**config.mk**
```make
export PLATFORM = sky130hd
export DESIGN_NAME = alu_step_sequencer
export DESIGN_NICKNAME = d
export VERILOG_FILES = /design/src/rtl/alu_step_sequencer.sv
export SDC_FILE = /design/constraint.sdc
export NUM_CORES = 1
export LEC_CHECK = 0
export ABC_AREA = 1
export CAP_MARGIN = 0
export CORE_UTILIZATION = 30
export CTS_BUF_LIST = sky130_fd_sc_hd__clkbuf_8
export DETAILED_ROUTE_END_ITERATION = 16
export HOLD_SLACK_MARGIN = 0.08
export PLACE_DENSITY = 0.71
export REMOVE_ABC_BUFFERS = 1
export SKIP_LAST_GASP = 1
export SYNTH_ARGS = -nofsm -noshare
export SYNTH_HDL_FRONTEND = slang
export SYNTH_SLANG_ARGS = --single-unit
```
**constraint.sdc**
```tcl
create_clock -name wclk -period 1.2 [get_ports wclk]
set_clock_uncertainty 0.15 [all_clocks]
set_input_delay 0.24 -clock wclk [delete_from_list [all_inputs] [get_ports wclk]]
set_output_delay 0.24 -clock wclk [all_outputs]
set_load 0.02 [all_outputs]
```
**src/rtl/alu_step_sequencer.sv**
```systemverilog
// Sequences one jALU operation: latches operands, presents them, captures result and flags.
// Optional feature macro ALU_SEQ_CARRY_IN_EN feeds the stored carry back as jALU carry-in.
module alu_step_sequencer #(
    parameter int WIDTH = 8
) (
    input  logic             wclk,
    input  logic             wrst_n,
    input  logic             wstart,
    input  logic [2:0]       bop,
    input  logic [WIDTH-1:0] bra,
    input  logic [WIDTH-1:0] brb,
    input  logic             wclf,
    output logic [WIDTH-1:0] bas,
    output logic [WIDTH-1:0] bbs,
    output logic             wci,
    output logic [2:0]       bops,
    input  logic [WIDTH-1:0] bcs,
    input  logic             wco,
    input  logic             weqo,
    input  logic             walo,
    input  logic             wz,
    output logic             wready,
    output logic             wdone,
    output logic             wwr,
    output logic [WIDTH-1:0] bresult,
    output logic [3:0]       bflags
);

    // state | meaning
    // IDLE  | ready for a request; operands held from the last accept
    // S4    | operands settling at the jALU
    // S5    | capture jALU result and flags at the end of the cycle
    // S6    | done / write-enable strobe
    typedef enum logic [1:0] {IDLE, S4, S5, S6} state_t;

    localparam logic [2:0] OP_CMP = 3'd7;
    localparam logic [2:0] OP_XOR = 3'd6;

    state_t     state;
    logic [2:0] op_q;
    logic       carry_sel;

`ifdef ALU_SEQ_CARRY_IN_EN
    assign carry_sel = (bop <= 3'd2) ? bflags[3] : 1'b0;
`else
    assign carry_sel = 1'b0;
`endif

    always_ff @(posedge wclk or negedge wrst_n) begin
        if (!wrst_n) begin
            state   <= IDLE;
            op_q    <= 3'd0;
            bas     <= '0;
            bbs     <= '0;
            bops    <= 3'd0;
            wci     <= 1'b0;
            wready  <= 1'b1;
            wdone   <= 1'b0;
            wwr     <= 1'b0;
            bresult <= '0;
            bflags  <= 4'd0;
        end else begin
            case (state)
                IDLE: begin
                    if (wstart) begin
                        bas    <= bra;
                        bbs    <= brb;
                        op_q   <= bop;
                        bops   <= (bop == OP_CMP) ? OP_XOR : bop;
                        wci    <= carry_sel;
                        wready <= 1'b0;
                        state  <= S4;
                    end
                end
                S4: state <= S5;
                S5: begin
                    if (op_q != OP_CMP)
                        bresult <= bcs;
                    wdone <= 1'b1;
                    wwr   <= (op_q != OP_CMP);
                    state <= S6;
                end
                S6: begin
                    wdone  <= 1'b0;
                    wwr    <= 1'b0;
                    wready <= 1'b1;
                    state  <= IDLE;
                end
                default: state <= IDLE;
            endcase

            // flag capture in S5 takes priority over a clear request
            if (state == S5)
                bflags <= {wco, walo, weqo, wz};
            else if (wclf)
                bflags <= 4'd0;
        end
    end

endmodule
```
# Yosys cells after proc, flatten, opt, wreduce, memory -nomap -nowiden
# Index checks and enable logic that the tools add are counted.
totals:
  register_bits: 39
  out_inout_bits: 35
classes:
  eq_ne: 6
  n_mux: 9
  reduce_logical: 7
op_table:
  columns: ["operator", "count"]
  rows:
  - ["$mux W4", 2]
  - ["$pmux W2 S4", 1]
  - ["$pmux W1 S2", 3]
  - ["$reduce_and A2 Y1", 3]
  - ["$reduce_bool A2 Y1", 3]
  - ["$eq A2 B2 Y1 const B", 2]
  - ["$eq A3 B3 Y1 const B", 1]
  - ["$mux W3", 1]
  - ["$ne A3 B3 Y1 const B", 1]
  - ["$eq A2 B1 Y1 const B", 1]
  - ["$logic_not A2 Y1", 1]
  - ["$mux W2", 1]
  - ["$ne A2 B2 Y1 const B", 1]
  - ["$mux W1", 1]

# Logic depth before layout (Yosys ltp)
# Gate-level depths: netlist of run 1.
depth:
  ltp_word: 3
  mapped_depth: 7
  depth_no_buf: 6

# Worst setup path before layout of run 1
# Ideal clock, no wire load.
synth_path:
  path_kind: "reg2reg"
  startpoint: "register state[0]"
  endpoint: "register state[0]"
  setup_time_ns: 0.129
  arrival_time_ns: 1.051
  t_required_ns: 0.921
  slack_ns: -0.130
  path_stages_with_launch: 6
  synth_period_minus_slack_ns: 1.330
  path_cell_list: "dfrtp_1 > inv_1 > ha_1 > buf_4 > o21ai_0 > o21ai_0"
synth_between:
  elab_chain_cells: 2
  elab_cells_between_ends: 6
synth_lines:
  columns: ["item", "line_no", "source"]
  rows:
  - ["start, declared", "39", "state_t state;"]
  - ["start signal, assigned", "51", "state <= IDLE;"]
  - ["start signal, assigned", "72", "state <= S4;"]
  - ["start signal, assigned", "75", "S4: state <= S5;"]
  - ["$eq A2 B2 Y1 (tied with other cells)", "63", "case (state)"]
  - ["$pmux W2 S4 / $ne A2 B2 Y1 (equally long branches)", null, null]
# Several ways; a longest one is shown, not always the timed one.
# A chain may end at the register's enable or synchronous reset.

# Worst setup path after layout of run 1
layout_path:
  startpoint: "register state[0]"
  endpoint: "register bbs[5]"
layout_between:
  elab_chain_cells: 2
layout_lines:
  columns: ["item", "line_no", "source"]
  rows:
  - ["$logic_not A2 Y1", "63", null]
  - ["$reduce_and A2 Y1 (no line)", null, null]
  - ["end signal, assigned", "67", "bbs <= brb;"]
  - ["end, declared", "14", "output logic [WIDTH-1:0] bbs,"]
# Every way passes these cells.

==> results of run 1 <==
## worst register-to-register path, stage by stage (launching register included)
cell	delay, ps
dfrtp_1	400
inv_2	130
ha_4	190
nand2_8	90
inv_8	80
clkbuf_16	160
nand2_2	50
nand2_1	70
## metrics by stage
| stage | setup slack (ps) | TNS [ps] | area (sq um) |
|---|---|---|---|
| after floorplan | -309.9 | -9641 | 1579 |
| after global placement | -289.8 | -11670 | 2517 |
| after detailed placement | -291.0 | -12290 | 2517 |
| after CTS | -138.8 | -4484 | 2800 |
| after global routing | -227.9 | -8579 | 3073 |
| final | -174.9 | -5102 | 3073 |
## routing by layer
layer	routed length, um	track usage	up-vias
li1	-	-	765
met4	65	0.04938	0
met3	248	0.04762	8
met1	1742	0.1543	720
met5	0	0	-
met2	2196	0.2748	57
## power by group through the flow
stage               sequential [W]  combinational (W)  clock, W
global placement           0.00233            0.00354         0
finish                     0.00246            0.00479  0.000811
detailed placement         0.00232            0.00361         0
CTS                        0.00243            0.00417  0.000845
floorplan                  0.00296            0.00104         0
global route               0.00254            0.00522  0.000899
## logic make-up (layout without fill, tap and decap cells)
| kind of cell | Yosys count | in the layout | synth area share |
|---|---|---|---|
| compound gates | 8 | 8 | 0.02458 |
| fa+ha+maj | 6 | 6 | 0.04608 |
| buf+inv | 10 | 121 | 0.03993 |
| flops | 39 | 39 | 0.5998 |
| other cells | 1 | 1 | 0.002302 |
| simple gates | 112 | 112 | 0.2873 |
## state kept, by name, summed over array words and instances (netlist names)
| register | flops |
|---|---|
| bas | 8 |
| bbs | 8 |
| bresult | 8 |
| bflags | 4 |
| bops | 3 |
| op_q | 3 |
| state | 2 |
| wdone | 1 |
| wready | 1 |
| wwr | 1 |
## final timing paths
path	to	slack (ps)	start	cells past startpoint
worst min register to register	wready	340	wready	2
worst max-delay path	bbs[5]	-170	state[0]	7
worst min-delay path	wdone	250	wrst_n	2
max in group asynchronous	bresult[2]	160	wrst_n	3
min in group wclk	wready	340	wready	2
worst max register to register	bbs[5]	-170	state[0]	7
## cells in the final DEF (no fill, tap or decap), types with 3 or more instances in the layout
master            n
nand2_1          60
dfrtp_1          38
buf_6            37
clkdlybuf4s50_1  33
buf_4            31
nand2_2          28
nand2_4          10
nand3_1           8
o21ai_1           6
clkbuf_8          5
inv_1             3
ha_4              3
buf_12            3
## area by class of cell
class	count	area, sq um
Clock buffer	5	68.82
Clock inverter	3	12.51
Fill cell	448	2100
Inverter	4	22.52
Multi-Input combinational cell	127	784.5
Sequential cell	39	977.2
Tap cell	70	87.58
Timing Repair Buffer	109	1120
## timing repair
item | CTS | global route
hold buffers | 1 | 0
gates resized for setup | 232 | 48
endpoints found under the hold margin | 39 | 0
pin swaps | 7 | 13
setup buffers | 8 | 10
cloned | 0 | 2
endpoints found under the setup margin | 73 | 73
==> results, run 1 <==
- The flow ran to the end, but the final reports show violations.
- The final reports fail on setup timing.
- Of the total power, the share spent switching nets is 0.3880.
- In the post-synthesis netlist, the biggest area contributors are dfrtp_1 (58%), nand2_1 (22%), ha_1 (4.6%).
- After layout, the worst setup slack is -174.9 ps.
- The family with the most delay on the worst path is flip-flops.
- The number of global-route vias before repair is 1472.
- The number of different library cells in the post-synthesis netlist is 18.
- Counting every sink on the clock net gives 39.
- The first detailed-routing pass ran for 4 iterations.
- After the first detailed-routing iteration, the DRC count stood at 17.
- The number of enable flip-flop cells after synthesis is 0.
- The final number of max-transition violations came to 0.
- The critical path goes through inv_2, ha_4, nand2_8, inv_8, clkbuf_16, nand2_2, nand2_1.
- Setup repair after global routing could not meet its margin everywhere.
- The source-to-sink clock delay at the later pin of the worst-skew pair is 280 ps.
- The cell-internal power is 0.004935 W.
- The part of the Yosys area used for sequential elements is 0.5998.
- The tightest hold path in the finished design has a slack of 252.5 ps.
- The final layout contains 327 nets.
- In this run the static leakage power is 1.571 nW.
- Along the worst path, the maximum fanout reaches 8.
- Of the total power, combinational logic draws 0.594.
- The total number of placement rows is 26.
- The number of violations of the max-capacitance limit is 0.
- The final layout contains routed wiring with a total length of 4.252 mm.
- The area growth from synthesis to layout is 88.63%.
- The count of antenna diodes in the layout is 0.
- Data arrives at the worst endpoint at 1450 ps.
- The clock tree from TritonCTS is yes.
- The share of total power dissipated in the clock network is 0.101.
- The post-detailed-route count of antenna-violating nets is 0.
- The number of buffers added by the clock tree synthesis step is 5.
- Of the cells placed in the final design, the portion with a size suffix greater than 1 is 0.4634.
- The total congestion overflow after global routing is 0.
- The synthesized design spends more area on one cell type than any other, namely dfrtp_1.
- The DRC violations left is 0.
- Dividing total power by cell area gives a power density of 2624 nW/um^2.
- The count of pins on the block boundary is 70.
- The via-per-instance ratio is 4.342.
- The overall power consumption is 0.008064 W.
- CTS built an H-tree with a depth of 2.
- The number of antenna violations at the first check in global routing is 0.
- The total of endpoints with negative setup slack in the final report is 60.
- The category of the most critical setup path is flip-flop to flip-flop.
- Synthesis produced 176 cells.
- The wire length of the first global-routing pass is 6.168 mm.
- Clock-pin slew was measured on the worst setup and hold paths at 70 ps.
- The core region is 5172 sq um.
- The net switching component of the power is 0.003129 W.
- The die covers 5729 sq um.
- The clock period minus final worst setup slack is 1375 ps.
- In this run the cell area of the synthesized design comes to 1629 sq um.
- The last weighted congestion value of the routability-driven placer is 0.7353.
- At the end of the flow the core is filled with cells to 0.5941.
- The top flip-flop cell by instance count after synthesis is dfrtp_1.
- STA classifies the critical path endpoint as a flip-flop.
- In this run the vertical extent of the chip is 75.69 um.
- The maximum single-stage delay on the critical path is 400 ps.
- The final route contains 1550 vias.
- For this run, asynchronously set or reset flops after synthesis account for 1.000.
- Measured along the x axis, the die boundary spans 75.69 um.
- The number of placed instances, taps included is 328.
- The classification of the worst-slack hold path is primary input to async pin.
- In the synthesized netlist, the cells that appear most often are nand2_1 (95), dfrtp_1 (38), nand3_1 (8), o21ai_0 (8), ha_1 (6).
- The maximum number of buffers from clock root to sink is 2.
- Once layout is complete, the cells apart from fillers number 357.
- The highest ir drop seen on vdd is 0.001242 V.
- The number of buffers and inverters on the critical path is 3.
- The total of warnings raised by yosys is 0.
- After detailed routing, the average wire length per cell comes to 11.91 um.
- The portion of total power attributed to sequential cells is 0.305.
- The worst setup path is launched from a flip-flop.
- The synthesized design contains 39 register bits.
- CTS placed an instance of clkbuf_8 at the clock tree root.
- The average instance area after synthesis is 9.256 sq um.
- The critical-path cell with the highest stage delay is dfrtp_1.
- Derived from the worst setup path, the maximum achievable clock frequency is 727.3 MHz.
- Entering global routing, the biggest net connects 17 pins.
- The HPWL reported at the end of detailed placement is 2.659 mm.
- The initial utilization of the core area, before any placement, comes to 0.3149.
- The count of final hold-check violations is 0.
- For the worst setup path, the data required time is 1270 ps.
- The share of synthesized area in the top cell type comes to 0.5837.
- Buffers placed on the I/O ports in this run total 68.
- The final cycle utilization of the critical path is 1.146.
- The overall track demand over capacity in global routing is 0.1467.
- By instance count, the leading cell after synthesis is nand2_1.
Note: power is estimated with default switching activity, not from simulation.
==> run 2, diff against run 1 <==
CORE_MARGIN = 5   (was default)
==> results, run 2 (synthesized netlist as in run 1, its figures left out) <==
- The startpoint identified for the worst register-to-register timing path is state[1].
- The post-detailed-routing wire length is 4.502 mm.
- The classification of the worst-slack hold path is primary input to async pin.
- The maximum number of buffers from clock root to sink is 2.
- The via-per-instance ratio is 4.244.
- Measured in cells, the most critical reg-to-reg path has a length of 6.
- After the first detailed-routing iteration, the DRC count stood at 25.
- The minimum hold slack is 297.7 ps.
- In this run the number of H-tree levels came out at 2.
- For this configuration, the core starts out at a cell density of 0.3130.
- The cell area after layout is 3164 sq um.
- The fill cell total of the finished layout is 449.
- For this design the static power due to leakage is 1.575 nW.
- Based on the critical path, the design can be clocked at up to 744.1 MHz.
- Of the cells placed in the final design, the portion with a size suffix greater than 1 is 0.4407.
- The final worst setup slack is -143.9 ps.
- The final route contains 1549 vias.
- Setup repair after global routing could not meet its margin everywhere.
- The beginning of the critical path is state[1].
- The region available for standard cell placement spans 5205 sq um.
- The count of pins on the block boundary is 70.
- The number of global-route vias before repair is 1545.
- The largest registers in the layout are bas (8), bbs (8), bresult (8).
- The category of the most critical setup path is flip-flop to flip-flop.
- Global routing finished with a remaining overflow of 0.
- The total power density per cell area is 2754 nW/um^2.
- The buffer cell driving the clock tree root is clkbuf_8.
- The number of antenna violations at the first check in global routing is 0.
- The clock transition at the register clock pins on the worst setup and hold paths after CTS is 80 ps.
- The setup check on the worst reg-to-reg path leaves a slack of -140 ps.
- The final number of max-transition violations is 0.
- The capture instance of the worst register-to-register path is state[0].
- The DRC violations left is 0.
- The clock tree from TritonCTS is yes.
- The routed length per instance is 12.33 um.
- The instance area at placement is 2535 sq um.
- In this run the worst path has a maximum fanout of 4.
- The clock period minus final worst setup slack is 1344 ps.
- The overall track demand over capacity in global routing is 0.1243.
- The area growth from synthesis to layout is 94.24%.
- The HPWL after detailed placement is 2.917 mm.
- The overall power consumption is 0.008714 W.
- The most common cell after layout, fill and taps aside is nand2_1.
- The die span in y is 83.69 um.
- In this run the horizontal extent of the chip is 83.69 um.
- Leaving out fill and tap cells, the most frequent cells in the layout are nand2_1 (84), buf_6 (42), dfrtp_1 (37).
- The initialized floorplan defines 26 standard-cell rows.
- The worst endpoint required time is 1220 ps.
- For the worst-skew pair, the clock arrives at the later sink with an insertion delay of 290 ps.
- The number of violations of the max-capacitance limit is 0.
- The final layout contains 335 nets.
- The checks that failed: setup timing.
- STA classifies the critical path startpoint as a flip-flop.
- Setup violations remaining at the end of the flow were counted as 65.
- The die covers 7004 sq um.
- Routability-driven placement finished with a final weighted congestion of 0.6917.
- The count of final hold-check violations is 0.
- The first detailed-routing pass took 4 iterations.
- The run finished, with violations left.
- The data arrival time of the worst path is 1370 ps.
- The post-detailed-route count of antenna-violating nets is 0.
- In the finished design, the share of the clock period the worst path needs comes to 1.120.
- The number of sinks on the clock net is 39.
- The largest net degree at the start of global routing is 40.
- The count of buffers added on input and output ports is 68.
- The number of clock buffers added by TritonCTS is 5.
- 0 antenna diodes ended up in the layout.
- The first global-routing pass estimated 7.072 mm of wire.
- The kind of end point of the critical path is a flip-flop.
- Across the VDD grid, the largest voltage drop is 0.001134 V.
==> run 2: changes by cell type in the layout (fill, tap and decap cells not counted), moves of 5 or more <==
| cell | before | now |
|---|---|---|
| nand2_2 | 28 | 10 |
| nand3_2 | 1 | 9 |
| nand2_1 | 60 | 84 |
| buf_6 | 37 | 42 |
| nand2_4 | 10 | 3 |
| nand3_1 | 8 | 0 |
==> run 2: layer usage <==
metal,global-route usage,vias to the layer above,share of wire,wire length (um)
li1,-,781,-,-
met5,0,-,0,0
met4,0.03509,0,0.0078,35
met3,0.05923,4,0.096,434
met1,0.1435,703,0.41,1855
met2,0.2054,61,0.48,2177
==> run 2: final cells by class <==
type | count | area [sq um] | area share
Timing Repair Buffer | 117 | 1186 | 0.3749
Inverter | 4 | 20.02 | 0.006327
Sequential cell | 39 | 978.4 | 0.3092
Clock inverter | 2 | 35.03 | 0.01107
Tap cell | 70 | 87.58 | 0.02768
Multi-Input combinational cell | 127 | 774.5 | 0.2448
Clock buffer | 6 | 82.58 | 0.02610
==> run 2: timing repair <==
item / CTS / global route
hold endpoints to repair: 39 / 0
resized for setup: 241 / 24
cloned: 0 / 1
pin swaps: 9 / 13
hold buffers: 1 / 0
endpoints found under the setup margin: 73 / 73
setup buffers: 13 / 15
==> run 2: power by group <==
group / switching [W] / internal [W]
Combinational: 0.00231 / 0.00282
Sequential: 0.000480 / 0.00196
Clock: 0.000466 / 0.000673
==> run 2: worst max-delay path by stage <==
stage / slack (ps) / to
after detailed placement: -290 / wready
after global placement: -290 / wready
after global routing: -210 / bas[1]
final: -140 / state[0]
after CTS: -150 / wready
after floorplan: -310 / bops[0]
==> run 2: per-stage QoR <==
stage,setup TNS [ps],std cells,worst slack [ps],util
after global placement,-10660,327,-288.2,0.4870
after floorplan,-9641,170,-309.9,-
after global routing,-8411,365,-209.2,0.6079
after CTS,-5362,349,-153.6,0.5661
final,-4749,365,-143.9,0.6079
after detailed placement,-11510,327,-288.7,0.4870
==> run 2: worst max-delay path: stages, from the launching register on <==
cell and delay, ps:
dfrtp_2 440, inv_2 70, buf_4 140, buf_6 110, ha_4 140, o21ai_2 90, o21ai_1 80
==> run 3, diff against run 2 <==
ABC_AREA = 0   (was 1)
PLACE_DENSITY = 0.7   (was 0.71)
==> results, run 3 <==
- The flow ran to the end, but the final reports show violations.
- The checks that failed: setup timing.
- The cell area that synthesis handed to floorplanning was 1798 sq um.
- The clock network fraction of total power is 0.126.
- STA puts the critical path data required time at 1230 ps.
- The core region is 5886 sq um.
- The minimum hold slack is 299.8 ps.
- The part of the Yosys area used for sequential elements is 0.5435.
- The HPWL reported at the end of detailed placement is 3.334 mm.
- In the routed layout, each cell is associated on average with a via count of 4.500.
- The starting density of the core is 0.3055.
- Relative to the synthesized area, the layout overhead comes to 78.08%.
- The net switching component of the power is 0.003178 W.
- In the routed design, unresolved DRC markers number 0.
- The count of pins on the block boundary is 70.
- The top flip-flop cell by instance count after synthesis is dfrtp_1.
- The internal portion of the total power is 0.005965 W.
- In this run the static leakage power is 1.555 nW.
- The clock tree from TritonCTS is yes.
- For this run the aggregate overflow at the end of global routing stands at 0.
- STA classifies the critical path endpoint as a flip-flop.
- The number of design-rule violations left by the first detailed-router iteration is 53.
- In the final layout, the share of cells above drive strength 1 is 0.4906.
- The proportion of total power due to net switching is 0.3476.
- Entering global routing, the biggest net connects 23 pins.
- The wire length of the first global-routing pass is 7.969 mm.
- The final cycle utilization of the critical path is 1.227.
- The clock drives 39 sinks.
- The clock transition at the register clock pins on the worst setup and hold paths after CTS is 80 ps.
- In this run the power density over the cells is 2856 nW/um^2.
- The synthesized design contains 39 register bits.
- Of the total power, combinational logic draws 0.604.
- The root buffer cell chosen for the clock tree is clkbuf_8.
- The share of synthesized area in the top cell type comes to 0.5289.
- By count the netlist is led by dfrtp_1 (38), mux2_4 (17), o211ai_1 (12).
- In the final design database the tool counted 305 nets.
- The post-detailed-routing wire length is 4.956 mm.
- In the synthesized netlist, the number of instances is 140.
- In this run the remaining antenna-violating nets after routing total 0.
- Among all cell types in the netlist, the one instantiated most often is dfrtp_1.
- Max-cap violations in this run came to 0.
- The source-to-sink clock delay at the later pin of the worst-skew pair is 290 ps.
- The final number of max-transition violations is 0.
- The average instance area after synthesis is 12.84 sq um.
- The count of final hold-check violations was 0.
- Yosys attributes the largest share of cell area to dfrtp_1 (53%), mux2_4 (14%), o211ai_1 (5.0%).
- The total number of placement rows is 28.
- The number of buffers added by the clock tree synthesis step is 5.
- Setup repair after global routing could not meet its margin everywhere.
- Synthesis instantiated 29 different standard cells from the library.
- For the finished layout, the period the worst path requires is 1472 ps.
- The count of buffers added on input and output ports is 68.
- The portion of total power attributed to sequential cells is 0.270.
- The classification of the worst-slack hold path is primary input to async pin.
- The die covers 7641 sq um.
- The maximum number of buffers from clock root to sink is 2.
- At the end of routability-driven placement, the weighted congestion stood at 0.7537.
- The total of warnings raised by yosys is 0.
- The repair_antennas step left the layout with diodes totalling 0.
- The horizontal die dimension is 87.42 um.
- For this run, the total global-route usage over all layers was measured as 0.1356.
- The most common cell after layout, fill and taps aside is buf_4.
- The achievable frequency is 679.2 MHz.
- The total of endpoints with negative setup slack in the final report is 73.
- Adding up every negative setup slack in the final design gives -8870 ps.
- The first detailed-routing pass ran for 4 iterations.
- The category of the most critical setup path is flip-flop to flip-flop.
- The H-tree was split into 2 levels.
- The number of enable flip-flop cells after synthesis is 0.
- Summing over every cut layer, the via total after detailed routing is 1530.
- The library cells used most frequently in the layout, excluding fill and tap cells, are buf_4 (50), dfrtp_1 (38), buf_6 (38).
- The routed length per instance is 14.58 um.
- The number of global-route vias before repair was 1635.
- The die is 87.42 um tall.
- The worst setup path is launched from a flip-flop.
- Setup slack on the critical path of the routed design comes to -272.3 ps.
- IR analysis of the VDD net gives a maximum drop of 0.001236 V.
- Counting flops with an async set or reset pin after synthesis yields a share of 1.000.
- The biggest area consumer among synthesized cells is dfrtp_1.
- The number of antenna violations at the first check in global routing is 0.
- Along the worst path, the maximum fanout reaches 7.
- In the final layout, the registers with the most flip-flops are bas (8), bbs (8), bresult (8).
- For the worst setup path, the data arrival time is 1500 ps.
[run 3: cells by family (layout without fill, tap and decap cells)]
family                     count (synthesis)  count (layout)  synth area share
DFF                                       39              39            0.5435
and+or+nand+nor                           33              33            0.1023
AOI/OAI and AO/OA                         25              25           0.09952
muxes                                     21              21            0.1656
buffers and inverters                     15             140           0.04523
adders and majority gates                  6               6           0.04175
other                                      1               1          0.002086
[run 3: worst max-delay path: stages, from the launching register on]
cell,delay [ps]
dfrtp_1,390
inv_2,110
ha_4,160
nand2_4,90
buf_16,160
mux2_4,290
[run 3: path summary, 6_finish.rpt]
check / to / startpoint / slack [ps] / cells after the start
min reg2reg: wdone / wdone / 380 / 1
max reg2reg: bbs[0] / state[0] / -270 / 5
min in group wclk: bresult[1] / bcs[1] / 380 / 3
max: bbs[0] / state[0] / -270 / 5
max in group asynchronous: bas[5] / wrst_n / 340 / 3
min: bflags[0] / wrst_n / 300 / 3
[run 3: layout make-up]
class	instances	area (sq um)
Multi-Input combinational cell	86	779.5
Sequential cell	39	977.2
Inverter	6	22.52
Timing Repair Buffer	126	1211
Tap cell	75	93.84
Fill cell	515	2684
Clock inverter	2	35.03
Clock buffer	6	82.58
[run 3: routing by layer]
metal | GRT usage | vias to the layer above | wire length [um]
met4 | 0.04184 | 0 | 65
met2 | 0.2281 | 38 | 2594
li1 | - | 738 | -
met1 | 0.1685 | 746 | 2054
met5 | 0 | - | 0
met3 | 0.03690 | 8 | 241
[run 3: through the flow]
stage	std cells	utilization	setup slack (ps)	power, W	area [sq um]
4_1_cts	328	0.5247	-276.7	0.008868	3088
5_1_grt	340	0.5440	-324.3	0.009687	3202
2_1_floorplan	131	-	-548.3	0.004595	1739
6_report	340	0.5440	-272.3	0.009143	3202
3_3_place_gp	306	0.4692	-396.3	0.006851	2761
3_5_place_dp	306	0.4692	-435.3	0.006967	2761
[run 3: power groups by stage]
stage          Combinational (W)  Clock, W  Sequential (W)
5_1_grt                  0.00590   0.00123         0.00255
3_5_place_dp             0.00460         0         0.00237
6_report                 0.00552   0.00115         0.00247
4_1_cts                  0.00521   0.00119         0.00246
2_1_floorplan            0.00146         0         0.00313
3_3_place_gp             0.00448         0         0.00237
[run 3: timing repair]
| action | in CTS | in global routing |
|---|---|---|
| pin swaps | 2 | 1 |
| endpoints found under the hold margin | 39 | 0 |
| endpoints found under the setup margin | 73 | 73 |
| cloned | 2 | 0 |
| hold buffers | 1 | 0 |
| resized for setup | 219 | 7 |
| setup buffers | 11 | 12 |
